==> config.mk <==
export PLATFORM = sky130hd
export DESIGN_NAME = axi_slave_rd_arbiter_flat
export DESIGN_NICKNAME = d
export VERILOG_FILES = /design/src/rtl/axi_slave_rd_arbiter_pkg.sv /design/src/rtl/axi_slave_rd_arbiter_if.sv /design/src/rtl/axi_slave_rd_arbiter_rr_arbiter2.sv /design/src/rtl/axi_slave_rd_arbiter.sv /design/src/flat_wrapper.sv
export SDC_FILE = /design/constraint.sdc
export NUM_CORES = 1
export LEC_CHECK = 0
export CAP_MARGIN = 20
export CORE_MARGIN = 2
export CORE_UTILIZATION = 28
export DETAILED_ROUTE_END_ITERATION = 10
export PLACE_DENSITY = 0.83
export SYNTH_ARGS = -nofsm -noshare
export SYNTH_HDL_FRONTEND = slang
export SYNTH_HIERARCHICAL = 1
export SYNTH_SLANG_ARGS = --single-unit
==> constraint.sdc <==
create_clock -name ACLK -period 1.3 [get_ports ACLK]
set_input_delay 0.26 -clock ACLK [delete_from_list [all_inputs] [get_ports ACLK]]
set_output_delay 0.26 -clock ACLK [all_outputs]
set_load 0.01 [all_outputs]
==> src/rtl/axi_slave_rd_arbiter_pkg.sv <==
// Shared types for the two-master AXI4 read arbiter: bus widths, master indices, FSM states.
// The AXI_RD_ARB_FIXED_PRIO_EN build option is consumed by rr_arbiter2, not here.
package axi_arb_pkg;

   localparam int AXI_ID_BITS   = 4;
   localparam int AXI_IDS_BITS  = 8;
   localparam int AXI_ADDR_BITS = 32;
   localparam int AXI_LEN_BITS  = 4;
   localparam int AXI_SIZE_BITS = 3;
   localparam int AXI_DATA_BITS = 32;

   localparam logic M0 = 1'b0;
   localparam logic M1 = 1'b1;

   typedef enum logic [1:0] {
      IDLE = 2'd0,
      ADDR = 2'd1,
      DATA = 2'd2
   } state_e;

   // Slave-side ID carries the granted master index in the upper nibble.
   function automatic logic [AXI_IDS_BITS-1:0] widen_id(input logic idx,
                                                        input logic [AXI_ID_BITS-1:0] id);
      return {4'(idx), id};
   endfunction

endpackage

==> src/rtl/axi_slave_rd_arbiter_if.sv <==
// AXI4 read-channel bundle (AR + R) with a configurable ID width.
// Every channel follows strict valid/ready: a transfer occurs on the ACLK edge where VALID and READY
// are both high; the source holds VALID and payload stable until then, and READY may depend on VALID.
interface axi_slave_rd_arbiter_if
   import axi_arb_pkg::*;
   #(parameter int ID_W = AXI_ID_BITS) ();

   logic [ID_W-1:0]          ARID;
   logic [AXI_ADDR_BITS-1:0] ARADDR;
   logic [AXI_LEN_BITS-1:0]  ARLEN;
   logic [AXI_SIZE_BITS-1:0] ARSIZE;
   logic [1:0]               ARBURST;
   logic                     ARVALID;
   logic                     ARREADY;

   logic [ID_W-1:0]          RID;
   logic [AXI_DATA_BITS-1:0] RDATA;
   logic [1:0]               RRESP;
   logic                     RLAST;
   logic                     RVALID;
   logic                     RREADY;

   modport master (
      output ARID, ARADDR, ARLEN, ARSIZE, ARBURST, ARVALID, RREADY,
      input  ARREADY, RID, RDATA, RRESP, RLAST, RVALID
   );

   modport slave (
      input  ARID, ARADDR, ARLEN, ARSIZE, ARBURST, ARVALID, RREADY,
      output ARREADY, RID, RDATA, RRESP, RLAST, RVALID
   );

endinterface

==> src/rtl/axi_slave_rd_arbiter_rr_arbiter2.sv <==
// Two-request arbiter: round-robin on last_grant by default, fixed M1 priority when
// AXI_RD_ARB_FIXED_PRIO_EN is defined.
module rr_arbiter2
   import axi_arb_pkg::*;
(
   input  logic [1:0] req,
   input  logic       last_grant,
   output logic       grant,
   output logic       grant_valid
);

`ifdef AXI_RD_ARB_FIXED_PRIO_EN
   logic last_grant_unused;
   assign last_grant_unused = last_grant;

   always_comb begin
      grant_valid = |req;
      grant       = req[M1] ? M1 : M0;
   end
`else
   always_comb begin
      grant_valid = |req;
      grant       = M0;
      case (req)
         2'b01:   grant = M0;
         2'b10:   grant = M1;
         2'b11:   grant = ~last_grant;
         default: grant = M0;
      endcase
   end
`endif

endmodule

==> src/rtl/axi_slave_rd_arbiter.sv <==
// Two-master AXI4 read arbiter: one burst in flight, AR payload latched, R steered to the owner.
// Arbitration policy is selected by AXI_RD_ARB_FIXED_PRIO_EN (see rr_arbiter2).
module axi_slave_rd_arbiter
   import axi_arb_pkg::*;
(
   input  logic                    ACLK,
   input  logic                    ARESETn,
   axi_slave_rd_arbiter_if.slave   m0,
   axi_slave_rd_arbiter_if.slave   m1,
   axi_slave_rd_arbiter_if.master  s,
   output state_e                  dbg_state
);

   state_e                   state_q, state_d;
   logic                     owner_q;
   logic                     last_grant_q;
   logic [AXI_IDS_BITS-1:0]  arid_q;
   logic [AXI_ADDR_BITS-1:0] araddr_q;
   logic [AXI_LEN_BITS-1:0]  arlen_q;
   logic [AXI_SIZE_BITS-1:0] arsize_q;
   logic [1:0]               arburst_q;

   logic grant, grant_valid;
   logic ar_hs, r_last_hs, owner_rready;
   logic [3:0] rid_hi_unused;

   assign rid_hi_unused = s.RID[7:4];
   assign dbg_state     = state_q;

   rr_arbiter2 u_arb (
      .req         ({m1.ARVALID, m0.ARVALID}),
      .last_grant  (last_grant_q),
      .grant       (grant),
      .grant_valid (grant_valid)
   );

   assign ar_hs        = (state_q == IDLE) && grant_valid;
   assign owner_rready = (owner_q == M1) ? m1.RREADY : m0.RREADY;
   // ARLEN is never counted: RLAST alone closes the burst.
   assign r_last_hs    = (state_q == DATA) && s.RVALID && owner_rready && s.RLAST;

   always_ff @(posedge ACLK or negedge ARESETn) begin
      if (!ARESETn) begin
         state_q      <= IDLE;
         owner_q      <= M0;
         last_grant_q <= M1;
         arid_q       <= '0;
         araddr_q     <= '0;
         arlen_q      <= '0;
         arsize_q     <= '0;
         arburst_q    <= '0;
      end else begin
         state_q <= state_d;
         if (ar_hs) begin
            owner_q   <= grant;
            arid_q    <= widen_id(grant, (grant == M1) ? m1.ARID : m0.ARID);
            araddr_q  <= (grant == M1) ? m1.ARADDR  : m0.ARADDR;
            arlen_q   <= (grant == M1) ? m1.ARLEN   : m0.ARLEN;
            arsize_q  <= (grant == M1) ? m1.ARSIZE  : m0.ARSIZE;
            arburst_q <= (grant == M1) ? m1.ARBURST : m0.ARBURST;
         end
         if (r_last_hs) last_grant_q <= owner_q;
      end
   end

   always_comb begin
      state_d = state_q;
      case (state_q)
         IDLE:    if (grant_valid) state_d = ADDR;
         ADDR:    if (s.ARREADY)   state_d = DATA;
         DATA:    if (r_last_hs)   state_d = IDLE;
         default: state_d = IDLE;
      endcase
   end

   always_comb begin
      s.ARID    = arid_q;
      s.ARADDR  = araddr_q;
      s.ARLEN   = arlen_q;
      s.ARSIZE  = arsize_q;
      s.ARBURST = arburst_q;
      s.ARVALID = (state_q == ADDR);
      s.RREADY  = 1'b0;

      m0.ARREADY = (state_q == IDLE) && grant_valid && (grant == M0);
      m1.ARREADY = (state_q == IDLE) && grant_valid && (grant == M1);

      m0.RVALID = 1'b0;  m0.RID = '0;  m0.RDATA = '0;  m0.RRESP = '0;  m0.RLAST = 1'b0;
      m1.RVALID = 1'b0;  m1.RID = '0;  m1.RDATA = '0;  m1.RRESP = '0;  m1.RLAST = 1'b0;

      // Zero-latency R path: only the owner sees the slave beats.
      if (state_q == DATA) begin
         s.RREADY = owner_rready;
         if (owner_q == M0) begin
            m0.RVALID = s.RVALID;
            m0.RID    = s.RID[3:0];
            m0.RDATA  = s.RDATA;
            m0.RRESP  = s.RRESP;
            m0.RLAST  = s.RLAST;
         end else begin
            m1.RVALID = s.RVALID;
            m1.RID    = s.RID[3:0];
            m1.RDATA  = s.RDATA;
            m1.RRESP  = s.RRESP;
            m1.RLAST  = s.RLAST;
         end
      end
   end

endmodule

==> src/flat_wrapper.sv <==
// flat-port wrapper written by rule: the top's interface ports become plain ports
module axi_slave_rd_arbiter_flat import axi_arb_pkg::*;
  (ACLK, ARESETn, dbg_state, m0_ARID, m0_ARADDR, m0_ARLEN, m0_ARSIZE, m0_ARBURST, m0_ARVALID, m0_RREADY, m0_ARREADY, m0_RID, m0_RDATA, m0_RRESP, m0_RLAST, m0_RVALID, m1_ARID, m1_ARADDR, m1_ARLEN, m1_ARSIZE, m1_ARBURST, m1_ARVALID, m1_RREADY, m1_ARREADY, m1_RID, m1_RDATA, m1_RRESP, m1_RLAST, m1_RVALID, s_ARID, s_ARADDR, s_ARLEN, s_ARSIZE, s_ARBURST, s_ARVALID, s_RREADY, s_ARREADY, s_RID, s_RDATA, s_RRESP, s_RLAST, s_RVALID);
  axi_slave_rd_arbiter_if #(.ID_W(AXI_ID_BITS)) m0_i ();
  axi_slave_rd_arbiter_if #(.ID_W(AXI_ID_BITS)) m1_i ();
  axi_slave_rd_arbiter_if #(.ID_W(AXI_IDS_BITS)) s_i ();
  input  logic ACLK;
  input  logic ARESETn;
  output state_e dbg_state;
  input wire logic [$bits(m0_i.ARID)-1:0] m0_ARID;
  input wire logic [$bits(m0_i.ARADDR)-1:0] m0_ARADDR;
  input wire logic [$bits(m0_i.ARLEN)-1:0] m0_ARLEN;
  input wire logic [$bits(m0_i.ARSIZE)-1:0] m0_ARSIZE;
  input wire logic [$bits(m0_i.ARBURST)-1:0] m0_ARBURST;
  input wire logic [$bits(m0_i.ARVALID)-1:0] m0_ARVALID;
  input wire logic [$bits(m0_i.RREADY)-1:0] m0_RREADY;
  output wire logic [$bits(m0_i.ARREADY)-1:0] m0_ARREADY;
  output wire logic [$bits(m0_i.RID)-1:0] m0_RID;
  output wire logic [$bits(m0_i.RDATA)-1:0] m0_RDATA;
  output wire logic [$bits(m0_i.RRESP)-1:0] m0_RRESP;
  output wire logic [$bits(m0_i.RLAST)-1:0] m0_RLAST;
  output wire logic [$bits(m0_i.RVALID)-1:0] m0_RVALID;
  input wire logic [$bits(m1_i.ARID)-1:0] m1_ARID;
  input wire logic [$bits(m1_i.ARADDR)-1:0] m1_ARADDR;
  input wire logic [$bits(m1_i.ARLEN)-1:0] m1_ARLEN;
  input wire logic [$bits(m1_i.ARSIZE)-1:0] m1_ARSIZE;
  input wire logic [$bits(m1_i.ARBURST)-1:0] m1_ARBURST;
  input wire logic [$bits(m1_i.ARVALID)-1:0] m1_ARVALID;
  input wire logic [$bits(m1_i.RREADY)-1:0] m1_RREADY;
  output wire logic [$bits(m1_i.ARREADY)-1:0] m1_ARREADY;
  output wire logic [$bits(m1_i.RID)-1:0] m1_RID;
  output wire logic [$bits(m1_i.RDATA)-1:0] m1_RDATA;
  output wire logic [$bits(m1_i.RRESP)-1:0] m1_RRESP;
  output wire logic [$bits(m1_i.RLAST)-1:0] m1_RLAST;
  output wire logic [$bits(m1_i.RVALID)-1:0] m1_RVALID;
  output wire logic [$bits(s_i.ARID)-1:0] s_ARID;
  output wire logic [$bits(s_i.ARADDR)-1:0] s_ARADDR;
  output wire logic [$bits(s_i.ARLEN)-1:0] s_ARLEN;
  output wire logic [$bits(s_i.ARSIZE)-1:0] s_ARSIZE;
  output wire logic [$bits(s_i.ARBURST)-1:0] s_ARBURST;
  output wire logic [$bits(s_i.ARVALID)-1:0] s_ARVALID;
  output wire logic [$bits(s_i.RREADY)-1:0] s_RREADY;
  input wire logic [$bits(s_i.ARREADY)-1:0] s_ARREADY;
  input wire logic [$bits(s_i.RID)-1:0] s_RID;
  input wire logic [$bits(s_i.RDATA)-1:0] s_RDATA;
  input wire logic [$bits(s_i.RRESP)-1:0] s_RRESP;
  input wire logic [$bits(s_i.RLAST)-1:0] s_RLAST;
  input wire logic [$bits(s_i.RVALID)-1:0] s_RVALID;
  assign m0_i.ARID = m0_ARID;
  assign m0_i.ARADDR = m0_ARADDR;
  assign m0_i.ARLEN = m0_ARLEN;
  assign m0_i.ARSIZE = m0_ARSIZE;
  assign m0_i.ARBURST = m0_ARBURST;
  assign m0_i.ARVALID = m0_ARVALID;
  assign m0_i.RREADY = m0_RREADY;
  assign m0_ARREADY = m0_i.ARREADY;
  assign m0_RID = m0_i.RID;
  assign m0_RDATA = m0_i.RDATA;
  assign m0_RRESP = m0_i.RRESP;
  assign m0_RLAST = m0_i.RLAST;
  assign m0_RVALID = m0_i.RVALID;
  assign m1_i.ARID = m1_ARID;
  assign m1_i.ARADDR = m1_ARADDR;
  assign m1_i.ARLEN = m1_ARLEN;
  assign m1_i.ARSIZE = m1_ARSIZE;
  assign m1_i.ARBURST = m1_ARBURST;
  assign m1_i.ARVALID = m1_ARVALID;
  assign m1_i.RREADY = m1_RREADY;
  assign m1_ARREADY = m1_i.ARREADY;
  assign m1_RID = m1_i.RID;
  assign m1_RDATA = m1_i.RDATA;
  assign m1_RRESP = m1_i.RRESP;
  assign m1_RLAST = m1_i.RLAST;
  assign m1_RVALID = m1_i.RVALID;
  assign s_ARID = s_i.ARID;
  assign s_ARADDR = s_i.ARADDR;
  assign s_ARLEN = s_i.ARLEN;
  assign s_ARSIZE = s_i.ARSIZE;
  assign s_ARBURST = s_i.ARBURST;
  assign s_ARVALID = s_i.ARVALID;
  assign s_RREADY = s_i.RREADY;
  assign s_i.ARREADY = s_ARREADY;
  assign s_i.RID = s_RID;
  assign s_i.RDATA = s_RDATA;
  assign s_i.RRESP = s_RRESP;
  assign s_i.RLAST = s_RLAST;
  assign s_i.RVALID = s_RVALID;
  axi_slave_rd_arbiter u_core (.ACLK(ACLK), .ARESETn(ARESETn), .m0(m0_i), .m1(m1_i), .s(s_i), .dbg_state(dbg_state));
endmodule
==> impl_metrics.tcl, run 1 <==
set metrics [dict create \
    rrSetupSlack_ns -0.35 \
    grt_pass1_vias 3548 \
    start_util 0.287 \
    gp_congestion 0.794 \
    start_kind "flip-flop" \
    drive_gt1_frac 0.321 \
    multi_input_area_um2 1700 \
    crit_path_max_fanout 7 \
    period_share 1.38 \
    dieArea_um2 11400 \
    ys_async_sr_fraction 1.00 \
    wirelength_um 12800 \
    worstSkewPairLatency_ns 0.30 \
    critPathKind "reg2out" \
    antenna_left 0 \
    die_x_um 107 \
    synth.area.top_cells "dfrtp_1, and2_1, mux2i_1" \
    finalClockSkew_ns 0.0160 \
    finalPower_uw 10700 \
    hpwl_um 8800 \
    clock_sinks 49 \
    cp.arrival_ns 1.53 \
    final_hold_viol_count 0 \
    drc 0 \
    synth_common_cells "and2_1, nor2_1, dfrtp_1" \
    syn_inst 317 \
    clk_pin_slew_ns 0.10 \
    r2r_end "u_core/s.ARLEN[0]" \
    cts_tree "yes" \
    yosysMostFrequentCell "and2_1" \
    pin_count 276 \
    htreeDepth 2 \
    utilization 0.619 \
    yosysWarnings 6 \
    power.leakage_uw 0.00299 \
    r2r_start "u_core/dbg_state[1]" \
    rows 37 \
    grt_use_total 0.205 \
    fin_ws_ns -0.494 \
    rr_worst_depth 7 \
    drv_cap 0 \
    clock_path_buffers 2 \
    rsz0062_at_grt "yes" \
    synth_ff_type "dfrtp_1" \
    avgSynthCellArea_um2 9.31 \
    nFillCells 885 \
    cts_root_buf "clkbuf_8" \
    die_y_um 107 \
    final_nets 753 \
    cellPowerDensity_nw_per_um2 1680 \
    place.port_buffers 268 \
    synth_top_area_cell "dfrtp_1" \
    synth.top_cell.area_share 0.407 \
    crit_required_ns 1.04 \
    synth_edf_count 0 \
    core_area_um2 10300 \
    status "complete, but fails checks" \
    setup_viol 133 \
    place_area_um2 5850 \
    area_delta_synth_final_pct 116 \
    period_minus_slack_ns 1.79 \
    vias 3439 \
    viasPerCell 4.59 \
    grt_pass1_wl_um 18200 \
    vdd_drop_max_uv 1020 \
    drt_first_iter_violations 122 \
    wl_per_cell_um 17.1 \
    overflow 0 \
    crit_path_end_kind "primary output" \
    violations "negative setup slack" \
    seq_area_frac_synth 0.416 \
    n_antenna_cell 0 \
    antenna_found_initial 0 \
    ys_types 23 \
    fmax_ghz 0.558 \
    synth_area_um2 2950 \
    final_area_um2 6360 \
    numCtsBuffers 5 \
    report.final.slew_viol_count 0 \
    ys_seq_elements 49 \
    seq_area_um2 1230 \
    hold_path_class "in2async" \
    grt_max_degree 50 \
    first_pass_iters 4 \
]
-- flip-flops by register name, indices dropped and copies added (netlist names) --
signal,flops
u_core/dbg_state,2
u_core/last_grant_q,1
u_core/owner_q,1
u_core/s.ARADDR,32
u_core/s.ARBURST,2
u_core/s.ARID,4
u_core/s.ARLEN,4
u_core/s.ARSIZE,3
-- cell usage in the layout, fill, tap and decap left out, types with 10 or more instances in the layout --
master	count
buf_6	46
and2_4	36
a21oi_2	10
mux2i_1	45
clkdlybuf4s50_1	133
dlygate4sd2_1	48
buf_2	48
and2_1	45
buf_4	13
nor2_1	46
dfrtp_1	47
a21oi_1	36
-- stage by stage --
| step | instances | setup WS, ns | hold WS, ns | setup TNS, ns |
|---|---|---|---|---|
| floorplan | 319 | -0.0161 | -0.0356 | -1.04 |
| global placement | 712 | -0.860 | 0.271 | -69.51 |
| detailed placement | 712 | -0.854 | 0.277 | -71.80 |
| CTS | 739 | -0.541 | 0.475 | -44.55 |
| global route | 749 | -0.564 | 0.492 | -61.11 |
| finish | 749 | -0.494 | 0.473 | -51.95 |
-- worst max path at each step --
stage | slack, ns | depth (start not counted) | end | from
2_1_floorplan | -0.02 | 4 | m0_RDATA[10] | u_core/dbg_state[0]
3_3_place_gp | -0.86 | 5 | m1_ARREADY | m0_ARVALID
3_5_place_dp | -0.85 | 5 | m1_ARREADY | m0_ARVALID
4_1_cts | -0.54 | 7 | m1_RDATA[2] | u_core/dbg_state[0]
5_1_grt | -0.56 | 6 | m1_RDATA[25] | u_core/dbg_state[0]
6_report | -0.49 | 7 | m1_RDATA[2] | u_core/dbg_state[0]
-- layout make-up --
class,instances,share of cell area
clock buffers,5,0.0108
clock inverters,3,0.00688
inverters,3,0.00177
multi-input cells,240,0.267
flip-flops and latches,49,0.193
well taps,136,0.0267
repair buffers,313,0.494
-- cells by family (layout without fill, tap and decap cells) --
logic type	after synthesis	count (layout)	synth area share
AOI/OAI and AO/OA	51	51	0.103
other	1	3	0.00127
buffers and inverters	30	324	0.0683
and+or+nand+nor	140	140	0.255
muxes	46	46	0.156
DFF	49	49	0.416
-- metal layers --
| metal | up-vias | track usage | part of all wire |
|---|---|---|---|
| li1 | 1623 | - | - |
| met1 | 1609 | 0.204 | 0.35 |
| met4 | 0 | 0.0751 | 0.023 |
| met2 | 185 | 0.403 | 0.55 |
| met3 | 22 | 0.0523 | 0.076 |
| met5 | - | 0 | 0 |
-- worst max-delay path: stages (launching register included) --
cell and delay, ns:
dfrtp_2 0.40, nand2b_4 0.17, nor2_4 0.13, buf_12 0.12, buf_8 0.10, buf_6 0.09, and2_4 0.13, buf_6 0.09
-- what timing repair did --
action / in CTS / in global routing
pin swaps: 16 / 12
resized for setup: 451 / 51
setup endpoints to repair: 179 / 134
cloned: 8 / 6
setup buffers: 12 / 6
endpoints found under the hold margin: 48 / 0
hold buffers: 1 / 0
-- where the power goes --
group          switching [uW]  internal, uW  leakage, uW  total, uW
clock network             523           577    0.0000585       1100
registers                 386          2260     0.000540       2650
logic                    3140          3830      0.00239       6970
Note: power is estimated with default switching activity, not from simulation.
==> run 2: changes to the inputs <==
==> constraint.sdc (replaced) <==
create_clock -name ACLK -period 1.3 [get_ports ACLK]
set_input_delay 0.13 -clock ACLK [delete_from_list [all_inputs] [get_ports ACLK]]
set_output_delay 0.13 -clock ACLK [all_outputs]
set_load 0.01 [all_outputs]
==> impl_metrics.tcl, run 2 (synthesis gave the netlist of run 1 again) <==
set metrics [dict create \
    rows 37 \
    antenna_left 0 \
    vias 3648 \
    cp.arrival_ns 1.58 \
    violations "negative setup slack" \
    finalSetupTns_ns -34.85 \
    final_hold_viol_count 0 \
    cts_root_buf "clkbuf_8" \
    drive_gt1_frac 0.481 \
    grt_pass1_wl_um 19200 \
    grt_pass1_vias 3634 \
    setup_viol 130 \
    dieArea_um2 11400 \
    place.port_buffers 268 \
    clk_pin_slew_ns 0.10 \
    viasPerCell 4.78 \
    die_y_um 107 \
    power.leakage_uw 0.00317 \
    gp_congestion 0.821 \
    rsz0062_at_grt "yes" \
    clock_sinks 49 \
    cts_tree "yes" \
    largest_register_ffs 32 \
    first_pass_iters 4 \
    finalPower_uw 12700 \
    clock_path_buffers 2 \
    start_kind "flip-flop" \
    final_nets 766 \
    nFillCells 723 \
    period_minus_slack_ns 1.71 \
    grt_max_degree 50 \
    die_x_um 107 \
    crit_path_max_fanout 10 \
    wirelength_um 14500 \
    critPathKind "reg2out" \
    crit_required_ns 1.17 \
    final_common_cell "clkdlybuf4s50_1" \
    numCtsBuffers 5 \
    core_area_um2 10300 \
    drt_first_iter_violations 148 \
    timing.hold.ws_ns 0.330 \
    rr_worst_depth 8 \
    drv_cap 0 \
    grt_use_total 0.216 \
    start_util 0.287 \
    crit_path_end_kind "primary output" \
    rrSetupSlack_ns -0.26 \
    overflow 0 \
    drc 0 \
    wl_per_cell_um 19.0 \
    antenna_found_initial 1 \
    fin_ws_ns -0.415 \
    r2r_end "u_core/s.ARADDR[14]" \
    utilization 0.698 \
    vdd_drop_max_uv 1030 \
    r2r_start "u_core/dbg_state[1]" \
    period_share 1.32 \
    status "complete, but fails checks" \
    cellPowerDensity_nw_per_um2 1770 \
    fmax_ghz 0.583 \
    report.final.slew_viol_count 0 \
    area_delta_synth_final_pct 143 \
    finalClockSkew_ns 0.0119 \
    worstSkewPairLatency_ns 0.31 \
    dp_slack_ns -0.483 \
    hold_path_class "in2async" \
    pin_count 276 \
    final_cell_mix "clkdlybuf4s50_1, buf_6, and2_4" \
    htreeDepth 2 \
    hpwl_um 9000 \
]
[run 2: how the worst max path moves through the flow]
stage	from	end	slack, ns
final	u_core/dbg_state[0]	m0_RDATA[27]	-0.41
after global placement	m1_ARVALID	m1_ARREADY	-0.46
after CTS	u_core/dbg_state[0]	m1_RDATA[26]	-0.41
after detailed placement	m0_ARVALID	m1_ARREADY	-0.48
after floorplan	u_core/dbg_state[0]	m1_RDATA[0]	0.009
after global routing	u_core/dbg_state[0]	m0_RDATA[1]	-0.49
[run 2: layer usage]
metal	track usage	up-vias	wire length (um)
met3	0.0523	37	1060
li1	-	1657	-
met5	0	-	0
met4	0.0575	0	558
met1	0.213	1765	4720
met2	0.441	189	8170
[run 2: cell type report]
cell class / count / area [um^2] / area share
Tap cell: 136 / 170 / 0.0237
Inverter: 3 / 11.3 / 0.00157
Sequential cell: 49 / 1230 / 0.171
Clock buffer: 5 / 68.8 / 0.00959
Multi-Input combinational cell: 240 / 2120 / 0.296
Clock inverter: 3 / 21.3 / 0.00296
Timing Repair Buffer: 326 / 3550 / 0.495
Antenna cell: 1 / 2.50 / 0.000349
[run 2: critical path, cell delays in order (launching register included)]
cell,delay (ns)
dfrtp_1,0.39
nand2b_4,0.17
nor2_4,0.16
buf_6,0.17
buf_16,0.13
and2_1,0.13
buf_2,0.13
[run 2: per-stage QoR]
stage | area (um^2) | instances
floorplan | 2960 | 319
global placement | 5860 | 717
detailed placement | 5860 | 717
CTS | 6250 | 759
global route | 7180 | 763
finish | 7180 | 763
[run 2: report_power, final]
group / internal (uW) / switching, uW / total (uW) / leakage, uW
Clock: 383 / 549 / 932 / 0.0000445
Combinational: 4980 / 3900 / 8880 / 0.00258
Sequential: 2260 / 601 / 2870 / 0.000541
[run 2: timing repair]
item / 4_1_cts / 5_1_grt
resized for setup: 435 / 239
hold buffers: 1 / 0
setup endpoints to repair: 178 / 136
endpoints found under the hold margin: 48 / 0
cloned: 15 / 8
pin swaps: 5 / 35
buffers inserted: 19 / 8
